[config.mk]
export PLATFORM = sky130hd
export DESIGN_NAME = pp3_lcell_cfg_loader
export DESIGN_NICKNAME = d
export VERILOG_FILES = /design/src/rtl/pp3_cfg_pkg.sv /design/src/rtl/pp3_cfg_frame_ctr.sv /design/src/rtl/pp3_lcell_cfg_loader.sv
export SDC_FILE = /design/constraint.sdc
export NUM_CORES = 1
export LEC_CHECK = 0
export BUFFER_PORTS_ARGS = -buffer_cell sky130_fd_sc_hd__buf_2
export CAP_MARGIN = 5
export CORE_MARGIN = 5
export CORE_UTILIZATION = 40
export CTS_BUF_LIST = sky130_fd_sc_hd__clkbuf_8
export CTS_CLUSTER_DIAMETER = 80
export CTS_CLUSTER_SIZE = 16
export DETAILED_ROUTE_END_ITERATION = 16
export GPL_TIMING_DRIVEN = 1
export PLACE_DENSITY_LB_ADDON = 0.2
export SLEW_MARGIN = 40
export SYNTH_ARGS = -nofsm -noshare
export SYNTH_HDL_FRONTEND = slang
export SYNTH_SLANG_ARGS = --single-unit
[constraint.sdc]
create_clock -name QCK -period 8.1 [get_ports QCK]
set_input_delay 0.405 -clock QCK [delete_from_list [all_inputs] [get_ports QCK]]
set_output_delay 0.405 -clock QCK [all_outputs]
set_load 0.01 [all_outputs]
[src/rtl/pp3_cfg_pkg.sv]
// Shared constants, FSM state encoding and helpers for the PP3 logic-cell config loader.
// PP3_CFG_CHECKSUM_EN adds the trailing-checksum states.
package pp3_cfg_pkg;

  localparam logic [7:0] CMD_WRITE  = 8'hA5;
  localparam logic [7:0] CMD_READ   = 8'h5A;
  localparam logic [7:0] CMD_CLRERR = 8'hC3;

  // Bit positions of the inverter selects inside one cell's config byte.
  typedef enum int {
    TAS1 = 0,
    TAS2 = 1,
    TBS1 = 2,
    TBS2 = 3,
    BAS1 = 4,
    BAS2 = 5,
    BBS1 = 6,
    BBS2 = 7
  } cfg_bit_e;

  typedef enum logic [3:0] {
    IDLE   = 4'd0,
    HADDR  = 4'd1,
    HCNT   = 4'd2,
    WDATA  = 4'd3,
    COMMIT = 4'd4,
    RDATA  = 4'd5,
    DRAIN  = 4'd6
`ifdef PP3_CFG_CHECKSUM_EN
    ,
    WCHK   = 4'd7,
    RCHK   = 4'd8
`endif
  } state_e;

  function automatic logic accepts_bytes(input state_e s);
    logic a;
    a = (s == IDLE) || (s == HADDR) || (s == HCNT) || (s == WDATA) || (s == DRAIN);
`ifdef PP3_CFG_CHECKSUM_EN
    a = a || (s == WCHK);
`endif
    return a;
  endfunction

endpackage

[src/rtl/pp3_cfg_frame_ctr.sv]
// Frame cell pointer, remaining-count down-counter and range check for the config loader.
module pp3_cfg_frame_ctr
  import pp3_cfg_pkg::*;
#(
  parameter int NUM_CELLS = 16,
  parameter int ADDR_W    = 4
) (
  input  logic              QCK,
  input  logic              QRN,
  input  logic              ld_addr,
  input  logic              ld_cnt,
  input  logic              step,
  input  logic [7:0]        in_byte,
  output logic [ADDR_W-1:0] ptr,
  output logic              last,
  output logic              range_err
);

  logic [ADDR_W-1:0] ptr_q, ptr_d;
  logic [7:0]        rem_q, rem_d;
  logic [9:0]        span;

  always_comb begin
    ptr_d = ptr_q;
    rem_d = rem_q;
    if (ld_addr) ptr_d = in_byte[ADDR_W-1:0];
    if (ld_cnt)  rem_d = in_byte;
    if (step) begin
      ptr_d = ptr_q + ADDR_W'(1);
      rem_d = rem_q - 8'd1;
    end
  end

  always_ff @(posedge QCK or negedge QRN) begin
    if (!QRN) begin
      ptr_q <= '0;
      rem_q <= '0;
    end else begin
      ptr_q <= ptr_d;
      rem_q <= rem_d;
    end
  end

  // Evaluated while the CNT byte is on in_byte and ptr still holds the start address.
  assign span      = 10'(ptr_q) + 10'(in_byte) + 10'd1;
  assign range_err = (span > 10'(NUM_CELLS));
  assign last      = (rem_q == 8'd0);
  assign ptr       = ptr_q;

endmodule

[src/rtl/pp3_lcell_cfg_loader.sv]
// Byte-stream config writer/readback for a column of PP3 logic cells (shadow + atomic commit).
// Optional trailing XOR checksum in both directions when PP3_CFG_CHECKSUM_EN is defined.
//   state  | meaning
//   IDLE   | waiting for a command byte
//   HADDR  | waiting for the start cell address
//   HCNT   | waiting for the cell count, range check
//   WDATA  | payload bytes written into the shadow
//   WCHK   | trailing checksum byte (checksum builds only)
//   COMMIT | shadow copied to the live config
//   RDATA  | live config streamed out on rb_*
//   RCHK   | readback checksum byte (checksum builds only)
//   DRAIN  | payload of a rejected write discarded
module pp3_lcell_cfg_loader
  import pp3_cfg_pkg::*;
#(
  parameter int NUM_CELLS = 16,
  parameter int CFG_BITS  = 8,
  parameter int ADDR_W    = 4
) (
  input  logic                          QCK,
  input  logic                          QRN,
  input  logic                          in_valid,
  output logic                          in_ready,
  input  logic [7:0]                    in_data,
  output logic                          rb_valid,
  input  logic                          rb_ready,
  output logic [7:0]                    rb_data,
  output logic [NUM_CELLS*CFG_BITS-1:0] cfg_active,
  output logic                          cfg_commit,
  output logic                          busy,
  output logic                          err
);

  localparam int CFG_W = NUM_CELLS * CFG_BITS;

  state_e             state_q, state_d;
  logic [CFG_W-1:0]   shadow_q, shadow_d;
  logic [CFG_W-1:0]   active_q, active_d;
  logic               is_write_q, is_write_d;
  logic               err_q, err_d;
  logic               commit_q, commit_d;
  logic               in_ready_q, in_ready_d;
  logic               in_fire;
  logic               ld_addr, ld_cnt, step;
  logic [ADDR_W-1:0]  ptr;
  logic               last, range_err;
  logic [CFG_BITS-1:0] rd_cell;
  logic [7:0]         rb_data_c;
`ifdef PP3_CFG_CHECKSUM_EN
  logic [7:0]         chk_q, chk_d;
`endif

  pp3_cfg_frame_ctr #(
    .NUM_CELLS(NUM_CELLS),
    .ADDR_W   (ADDR_W)
  ) u_frame_ctr (
    .QCK      (QCK),
    .QRN      (QRN),
    .ld_addr  (ld_addr),
    .ld_cnt   (ld_cnt),
    .step     (step),
    .in_byte  (in_data),
    .ptr      (ptr),
    .last     (last),
    .range_err(range_err)
  );

  assign in_fire = in_valid && in_ready_q;
  assign rd_cell = active_q[int'(ptr)*CFG_BITS +: CFG_BITS];

  always_comb begin
    state_d    = state_q;
    err_d      = err_q;
    is_write_d = is_write_q;
    shadow_d   = shadow_q;
    active_d   = active_q;
    commit_d   = 1'b0;
    ld_addr    = 1'b0;
    ld_cnt     = 1'b0;
    step       = 1'b0;
    case (state_q)
      IDLE: if (in_fire) begin
        case (in_data)
          CMD_WRITE: begin
            is_write_d = 1'b1;
            state_d    = HADDR;
          end
          CMD_READ: begin
            is_write_d = 1'b0;
            state_d    = HADDR;
          end
          CMD_CLRERR: err_d = 1'b0;
          default:    err_d = 1'b1;
        endcase
      end
      HADDR: if (in_fire) begin
        ld_addr = 1'b1;
        state_d = HCNT;
      end
      HCNT: if (in_fire) begin
        ld_cnt = 1'b1;
        if (range_err) begin
          err_d   = 1'b1;
          state_d = is_write_q ? DRAIN : IDLE;
        end else if (is_write_q) begin
          // Reload so cells outside the frame keep their live values at commit.
          shadow_d = active_q;
          state_d  = WDATA;
        end else begin
          state_d = RDATA;
        end
      end
      WDATA: if (in_fire) begin
        shadow_d[int'(ptr)*CFG_BITS +: CFG_BITS] = in_data[CFG_BITS-1:0];
        step = 1'b1;
`ifdef PP3_CFG_CHECKSUM_EN
        if (last) state_d = WCHK;
`else
        if (last) state_d = COMMIT;
`endif
      end
`ifdef PP3_CFG_CHECKSUM_EN
      WCHK: if (in_fire) begin
        if (in_data == chk_q) begin
          state_d = COMMIT;
        end else begin
          err_d   = 1'b1;
          state_d = IDLE;
        end
      end
`endif
      COMMIT: begin
        active_d = shadow_q;
        commit_d = 1'b1;
        state_d  = IDLE;
      end
      RDATA: if (rb_ready) begin
        step = 1'b1;
`ifdef PP3_CFG_CHECKSUM_EN
        if (last) state_d = RCHK;
`else
        if (last) state_d = IDLE;
`endif
      end
`ifdef PP3_CFG_CHECKSUM_EN
      RCHK: if (rb_ready) state_d = IDLE;
`endif
      DRAIN: if (in_fire) begin
        step = 1'b1;
        if (last) state_d = IDLE;
      end
      default: state_d = IDLE;
    endcase
    in_ready_d = accepts_bytes(state_d);
  end

`ifdef PP3_CFG_CHECKSUM_EN
  // Write: running XOR of CMD, ADDR, CNT and payload. Read: XOR of returned cells.
  always_comb begin
    chk_d = chk_q;
    if (in_fire && state_q == IDLE) begin
      chk_d = in_data;
    end else if (in_fire && (state_q == HADDR || state_q == HCNT || state_q == WDATA)) begin
      chk_d = chk_q ^ in_data;
      if (state_q == HCNT && !is_write_q) chk_d = 8'h00;
    end else if (state_q == RDATA && rb_ready) begin
      chk_d = chk_q ^ 8'(rd_cell);
    end
  end

  always_ff @(posedge QCK or negedge QRN) begin
    if (!QRN) chk_q <= 8'h00;
    else      chk_q <= chk_d;
  end
`endif

  always_comb begin
    rb_data_c = 8'h00;
    if (state_q == RDATA) rb_data_c = 8'(rd_cell);
`ifdef PP3_CFG_CHECKSUM_EN
    if (state_q == RCHK) rb_data_c = chk_q;
`endif
  end

  always_ff @(posedge QCK or negedge QRN) begin
    if (!QRN) begin
      state_q    <= IDLE;
      shadow_q   <= '0;
      active_q   <= '0;
      is_write_q <= 1'b0;
      err_q      <= 1'b0;
      commit_q   <= 1'b0;
      in_ready_q <= 1'b0;
    end else begin
      state_q    <= state_d;
      shadow_q   <= shadow_d;
      active_q   <= active_d;
      is_write_q <= is_write_d;
      err_q      <= err_d;
      commit_q   <= commit_d;
      in_ready_q <= in_ready_d;
    end
  end

  assign in_ready   = in_ready_q;
  assign cfg_active = active_q;
  assign cfg_commit = commit_q;
  assign err        = err_q;
  assign busy       = (state_q != IDLE);
`ifdef PP3_CFG_CHECKSUM_EN
  assign rb_valid   = (state_q == RDATA) || (state_q == RCHK);
`else
  assign rb_valid   = (state_q == RDATA);
`endif
  assign rb_data    = rb_data_c;

endmodule
==> results of run 1 <==
[power groups by stage]
stage | registers (uW) | clock network, uW | logic [uW]
6_report | 1380 | 850 | 118
5_1_grt | 1390 | 922 | 127
4_1_cts | 1380 | 871 | 116
3_5_place_dp | 1410 | 0 | 115
3_3_place_gp | 1410 | 0 | 113
2_1_floorplan | 1410 | 0 | 47.5
[kinds of logic (layout without fill, tap and decap cells)]
family | Yosys count | count (layout) | synth area share (%)
flops | 276 | 276 | 49.8
mux | 264 | 264 | 24.6
compound gates | 236 | 236 | 12.6
simple gates | 219 | 219 | 8.52
buf+inv | 95 | 209 | 2.92
fa+ha+maj | 14 | 14 | 1.32
xor+xnor | 3 | 3 | 0.190
other cells | 1 | 2 | 0.0270
[cells in the mapped netlist (all sizes together), types with 3 or more instances]
library cell  number
mux4              31
inv               13
a221o              5
nor3               9
clkbuf            45
a31oi              7
buf               37
nor2              30
o221ai             6
a22o              36
ha                13
and3              12
nor4bb             5
o21ai             51
nand4bb            4
a211o              4
o31ai              7
nand3b             3
nand3             10
nand2b            13
nor2b             13
nand2             84
o2bb2ai           32
or2                6
a21oi             26
a22oi             33
mux2             220
o22ai              8
a211oi             5
a32oi              4
dfrtp            276
and2              12
mux2i             13
[tightest hold or removal path: stages]
cell	delay, ns
buf_2	0.18
nor2_1	0.12
a211oi_1	0.05
[cell type report]
cell class / count / share of cell area (%)
flip-flops and latches: 276 / 44.6
multi-input cells: 737 / 42.6
repair buffers: 166 / 5.88
well taps: 455 / 3.68
clock buffers: 24 / 2.13
clock inverters: 6 / 0.736
inverters: 13 / 0.315
diodes: 1 / 0.0162
[metrics by stage]
step | hold slack (ns) | util (%) | worst slack, ns | area [um^2] | power (uW)
4_1_cts | 0.195 | 45.0 | 4.20 | 15500 | 2370
3_5_place_dp | 0.464 | 43.7 | 4.39 | 15000 | 1530
6_report | 0.227 | 45.0 | 4.21 | 15500 | 2350
3_3_place_gp | 0.459 | 43.5 | 4.43 | 15000 | 1520
2_1_floorplan | 0.109 | - | 5.04 | 13900 | 1460
5_1_grt | 0.211 | 45.0 | 4.04 | 15500 | 2430
[flip-flops by register name, indices dropped and copies added (netlist names)]
| register | count |
|---|---|
| shadow_q | 128 |
| cfg_active | 128 |
| state_q | 4 |
| cfg_commit | 1 |
| err | 1 |
| u_frame_ctr.rem_q | 8 |
| u_frame_ctr.ptr | 4 |
| is_write_q | 1 |
| in_ready | 1 |
[how the worst max path moves through the flow]
stage / startpoint / end / cells after the start
2_1_floorplan: u_frame_ctr.ptr[0] / shadow_q[64] / 11
3_3_place_gp: u_frame_ctr.ptr[0] / shadow_q[66] / 8
3_5_place_dp: u_frame_ctr.ptr[0] / shadow_q[71] / 8
4_1_cts: u_frame_ctr.ptr[0] / rb_data[4] / 5
5_1_grt: u_frame_ctr.ptr[0] / shadow_q[69] / 8
6_report: u_frame_ctr.ptr[0] / rb_data[4] / 5
[repair_timing]
| action | CTS | global route |
|---|---|---|
| hold buffers | 1 | 0 |
| endpoints found under the hold margin | 83 | 0 |
| buffers inserted | 0 | 0 |
| gates resized for setup | 0 | 0 |
[layer usage]
metal  share of wire, %  routed length (um)  up-vias  track usage (%)
li1                   -                   -     4344                -
met1                 44               19800     5137             33.7
met2                 46               20800      447             36.6
met3                7.7                3500       73             4.31
met4                2.7                1240        0             5.66
met5                  0                   0        -                0
==> summary.md, run 1 <==
| Metric | Value |
|---|---|
| DR WL/cell | `between 20 and 30 um` |
| TritonRoute pass-1 iters | `5` |
| P_leak | `0.00741 uW` |
| Routability cong. | `0.891` |
| Clk buf depth | `3` |
| Initial Util | `40.3%` |
| Synth top area cells | `dfrtp_1 (50%), mux2_2 (14%), mux4_2 (5.0%)` |
| DRT Wirelength | `45.4 mm` |
| Grt total ovfl | `0` |
| Hold Crit Endpoint | `u_frame_ctr.rem_q[0]` |
| Root Buffer | `clkbuf_8` |
| Placed Instances | `1646` |
| Clock slew at reported path FFs | `~0.11 ns` |
| CTS H-tree depth | `1` |
| Multi-input logic area | `6590 um^2` |
| Worst path arrival time | `between 3 and 4 ns` |
| Fin. Hold Viols | `0` |
| Minimum clock period | `3.89 ns` |
| CP Capture Type | `primary output` |
| Drt drc | `0` |
| Reg2Reg Launch Point | `u_frame_ctr.ptr[0]` |
| Main synth FF type | `dfrtp_1` |
| Clk_lat worst skew | `0.58 ns` |
| Register-to-Register Path Depth | `8` |
| Slowest cell on the critical path | `dfrtp_2` |
| Req. time, crit path | `7.70 ns` |
| Row Count | `68` |
| Synth area leader | `dfrtp_1` |
| Largest net degree at the start of global routing | `85` |
| All-Layer GR Usage | `a little under a quarter` |
| Layout cell share with drive strength beyond 1 | `36.2%` |
| Antenna violations before repair | `1` |
| Cell family with most CP delay | `multiplexers` |
| Reg2reg end | `shadow_q[71]` |
| Area share of the largest cell type after synthesis | `49.8%` |
| FFs w/ async S/R, synth | `100%` |
| Worst slew pin tran | `0.795 ns` |
| Core area | `34400 um^2` |
| Int Power | `between 1500 and 2000 uW` |
| CP Buf/Inv Count | `2` |
| Max-capacitance violation count | `0` |
| Max-slew headroom | `46.8%` |
| Synth Area per Inst | `between 10 and 15 um^2` |
| Sw frac | `24.7%` |
| Syn Inst Count | `1108` |
| Vias per inst | `5.96` |
| RSZ-0062 raised after global routing | `false` |
| First-pass GRT wire length | `68.4 mm` |
| CTS sink count | `~280` |
| Cell Chain, Critical Path | `buf_4, mux4_2, mux4_2, and2_1, buf_2` |
| Routed Antenna Nets | `0` |
| Post-DP HPWL | `31.2 mm` |
| CTS tree | `done` |
| CP most frequent cell | `mux4_2` |
| Die Y | `slightly below 200 um` |
| Fmax | `0.257 GHz` |
| Drt initial violations | `1022` |
| Final nets | `1242` |
| P_sw | `581 uW` |
| Final setup viols | `0` |
| Flops & latches, synth | `276` |
| Min-delay src | `in_data[0]` |
| Fill cell count | `between 3000 and 4000` |
| WS Path Type | `flip-flop to primary output` |
| Seq pwr share | `between 50% and 60%` |
| Pwr Density | `approximately 150 nW/um^2` |
| Sum of negative setup slack | `0 ns` |
| Number of synthesized flops with an enable pin | `0` |
| Syn nets | `1134` |
| Vias in the first global route | `roughly 10000` |
| Hold path cells | `3` |
| Die Area | `~38000 um^2` |
| PortBufs | `152` |
| Total CTS buffers | `22` |
| Die W | `around 200 um` |
| Synthesized area | `13900 um^2` |
| Combinational power share | `about 5.0%` |
| Clock share of power | `a little over a third` |
| DR vias | `roughly 10000` |
| Worst Hold Class | `input port to flip-flop` |
| Period utilization | `48.0%` |
| CP max FO | `39` |
| Flop2flop setup slack | `4.33 ns` |
| Worst Setup Start Kind | `flip-flop` |
| I/O pin total | `153` |
| Max-slew violations | `0` |
| Final Instance Count excl. Fillers | `1678` |
| Synthesis warning total | `0` |
| Slowest cell delay on critical path | `0.71 ns` |
| Final Skew | `0.0318 ns` |
| Reg area | `6910 um^2` |
| Synth unique cells | `between 70 and 80` |
| Status | `finished, final reports clean` |
| Peak VDD IR | `roughly 110 uV` |
| Commonest non-fill, non-tap cell in the layout | `dfrtp_1` |
| Sequential fraction of the synthesis area | `49.8%` |
| Area Overhead vs Synth | `11.6%` |
| Most frequent cells in the layout | `dfrtp_1 (275), mux2_2 (168), buf_2 (151)` |
Power figures use the tool's default switching activity.
==> run 2: changes to the inputs <==
Clock period 8.1 ns to 3.2 ns, I/O delays scaled along.
==> run 2 against run 1 <==
  * Cell count up 1.5%
  * Clock power up 110%
  * Global-route usage rose by 0.27 points
  * Register-to-register slack worse by 4.1 ns
  * Sequential share of layout area is 0.56 points lower
  * Utilization rose by 0.57 points
  * Critical endpoint is now rb_data[2]
  * Largest cell class unchanged
  * Highest routed layer unchanged
==> summary.md, run 2 (same netlist as run 1, synthesis figures left out) <==
| Metric | Value |
|---|---|
| Hold WS | `0.0569 ns (-0.170 ns)` |
| Vias per inst | `6.01 (+0.85%)` |
| RSZ-0062 raised after global routing | `false` |
| Largest net degree at the start of global routing | `117 (+38%)` |
| Peak VDD IR | `226 uV (+110%)` |
| Sw frac | `25.9% (+1.2 points)` |
| Worst Hold Class | `input port to flip-flop` |
| CP most frequent cell | `mux4_2` |
| Cell depth of the worst setup path | `5 (unchanged)` |
| CP max FO | `52 (+33%)` |
| Area Overhead vs Synth | `13.0%` |
| Seq pwr share | `62.0% (+3.1 points)` |
| Grt total ovfl | `0 (unchanged)` |
| WS Path Type | `flip-flop to primary output` |
| DR WL/cell | `27.3 um (+0.90%)` |
| Core area | `34400 um^2 (unchanged)` |
| Clock slew at reported path FFs | `0.11 ns (about the same)` |
| Pwr Density | `360 nW/um^2 (+140%)` |
| Post-DP HPWL | `32.3 mm (+3.5%)` |
| Clk_lat worst skew | `0.58 ns (about the same)` |
| CTS sink count | `276 (unchanged)` |
| Worst slew pin tran | `0.783 ns (-0.0125 ns)` |
| Drt drc | `0 (unchanged)` |
| Register-to-Register Path Depth | `9 (+1)` |
| CP Capture Point | `rb_data[2]` |
| Layout cell share with drive strength beyond 1 | `37.5% (+1.3 points)` |
| Cell family with most CP delay | `multiplexers` |
| Place WS | `0.129 ns (-4.26 ns)` |
| First-pass GRT wire length | `69.2 mm (+1.2%)` |
| Row Count | `68 (unchanged)` |
| Max-slew headroom | `47.6% (+0.83 points)` |
| CP Capture Type | `primary output` |
| Fmax | `0.324 GHz` |
| Routed Antenna Nets | `0 (unchanged)` |
| Worst Setup Start Kind | `flip-flop` |
| Postcts setup bufs | `0 (unchanged)` |
| Final setup viols | `0 (unchanged)` |
| Worst path arrival time | `2.93 ns (-0.55 ns)` |
| Int Power | `4180 uW (+140%)` |
| Die Y | `196 um (unchanged)` |
| Status | `finished, final reports clean` |
| All-Layer GR Usage | `23.6% (+0.27 points)` |
| Routability cong. | `0.961 (+7.8%)` |
| Combinational power share | `6.0% (+1.0 points)` |
| Clock share of power | `32.0% (-4.1 points)` |
| PortBufs | `152 (unchanged)` |
| Commonest non-fill, non-tap cell in the layout | `dfrtp_1` |
| Slowest cell delay on critical path | `0.63 ns (-0.08 ns)` |
| Reg2reg end | `shadow_q[54]` |
| Final nets | `1271 (+2.3%)` |
| P_sw | `1460 uW (+150%)` |
| Total CTS buffers | `21 (-4.5%)` |
| Fin. Hold Viols | `0 (unchanged)` |
| Sum of negative setup slack | `0 ns (unchanged)` |
| Period utilization | `96.5%` |
| CTS tree | `done` |
| Final core occ | `45.6% (+0.57 points)` |
| Max-slew violations | `0 (unchanged)` |
| TritonRoute pass-1 iters | `5 (unchanged)` |
| Slowest cell on the critical path | `mux4_2` |
| DRT Wirelength | `46.5 mm (+2.5%)` |
| Final setup margin | `0.112 ns (-4.10 ns)` |
| DR vias | `10200 (+2.4%)` |
| Root Buffer | `clkbuf_8` |
| Clk buf depth | `3 (unchanged)` |
| Most frequent cells in the layout | `dfrtp_1 (275), mux2_2 (168), buf_2 (151)` |
| Vias in the first global route | `10200 (+1.9%)` |
| I/O pin total | `153 (unchanged)` |
| Die Area | `38500 um^2 (unchanged)` |
| Die W | `196 um (unchanged)` |
| Cell Chain, Critical Path | `buf_12, mux4_2, mux4_2, and2_1, buf_2` |
| CP startpoint | `u_frame_ctr.ptr[0]` |
| P_leak | `0.00753 uW (+1.6%)` |
| Max-capacitance violation count | `0 (unchanged)` |
| Drt initial violations | `1033 (+1.1%)` |
| Flop2flop setup slack | `0.21 ns (-4.12 ns)` |
| CP Buf/Inv Count | `2 (unchanged)` |
| Initial Util | `40.3% (unchanged)` |
| Req. time, crit path | `3.04 ns (-4.66 ns)` |
| Final Skew | `0.0212 ns (-0.0105 ns)` |
| Antenna violations before repair | `0 (-1)` |
| Reg2Reg Launch Point | `u_frame_ctr.ptr[1]` |
| CTS H-tree depth | `1 (unchanged)` |
| Minimum clock period | `3.09 ns` |
-- run 2: power groups by stage --
stage | registers [uW] | logic [uW] | clock network, uW
finish | 3500 | 338 | 1800
global route | 3500 | 360 | 1950
CTS | 3500 | 332 | 1850
detailed placement | 3560 | 329 | 0
global placement | 3560 | 324 | 0
floorplan | 3560 | 120 | 0
-- run 2: worst register-to-register path: stages (launching register included) --
cell and delay (ns):
dfrtp_1 0.51, buf_4 0.33, or2_2 0.26, nor2_1 0.06, ha_1 0.38, a21boi_1 0.26, buf_4 0.21, a21oi_1 0.08
or2_1 0.40, mux2_1 0.38
-- run 2: area by class of cell --
type                            count  area [um^2]
Inverter                           13         48.8
Fill cell                        3209        18700
Timing Repair Buffer              196         1220
Clock inverter                      5         25.0
Multi-Input combinational cell    737         6600
Clock buffer                       21          289
Tap cell                          455          569
Antenna cell                        1         2.50
Sequential cell                   276         6910
-- run 2: per-layer routing --
metal,track usage (%),up-vias,wire length [um],share of wire (%)
met5,0,-,0,0
met4,5.59,0,1160,2.5
met3,4.24,66,3610,7.8
met2,36.5,456,21200,46
met1,34.6,5313,20500,44
li1,-,4407,-,-
-- run 2: worst min-delay path by stage --
| stage | from | end | cells after the start |
|---|---|---|---|
| detailed placement | QRN | cfg_active[10] | 1 |
| CTS | in_data[4] | shadow_q[44] | 3 |
| finish | rb_ready | in_ready | 3 |
| global placement | QRN | cfg_active[10] | 1 |
| global route | in_data[4] | shadow_q[44] | 3 |
| floorplan | QRN | cfg_active[0] | 0 |
-- run 2: timing repair --
action,in CTS,in global routing
hold endpoints to repair,248,0
endpoints found under the setup margin,0,35
hold buffers,1,0
resized for setup,0,3
-- run 2: through the flow --
step           total power [uW]  cell area, um^2  cells
2_1_floorplan              3680            13900   1108
3_3_place_gp               3890            15300   1675
3_5_place_dp               3890            15300   1676
4_1_cts                    5680            15600   1703
5_1_grt                    5810            15700   1703
6_report                   5640            15700   1704
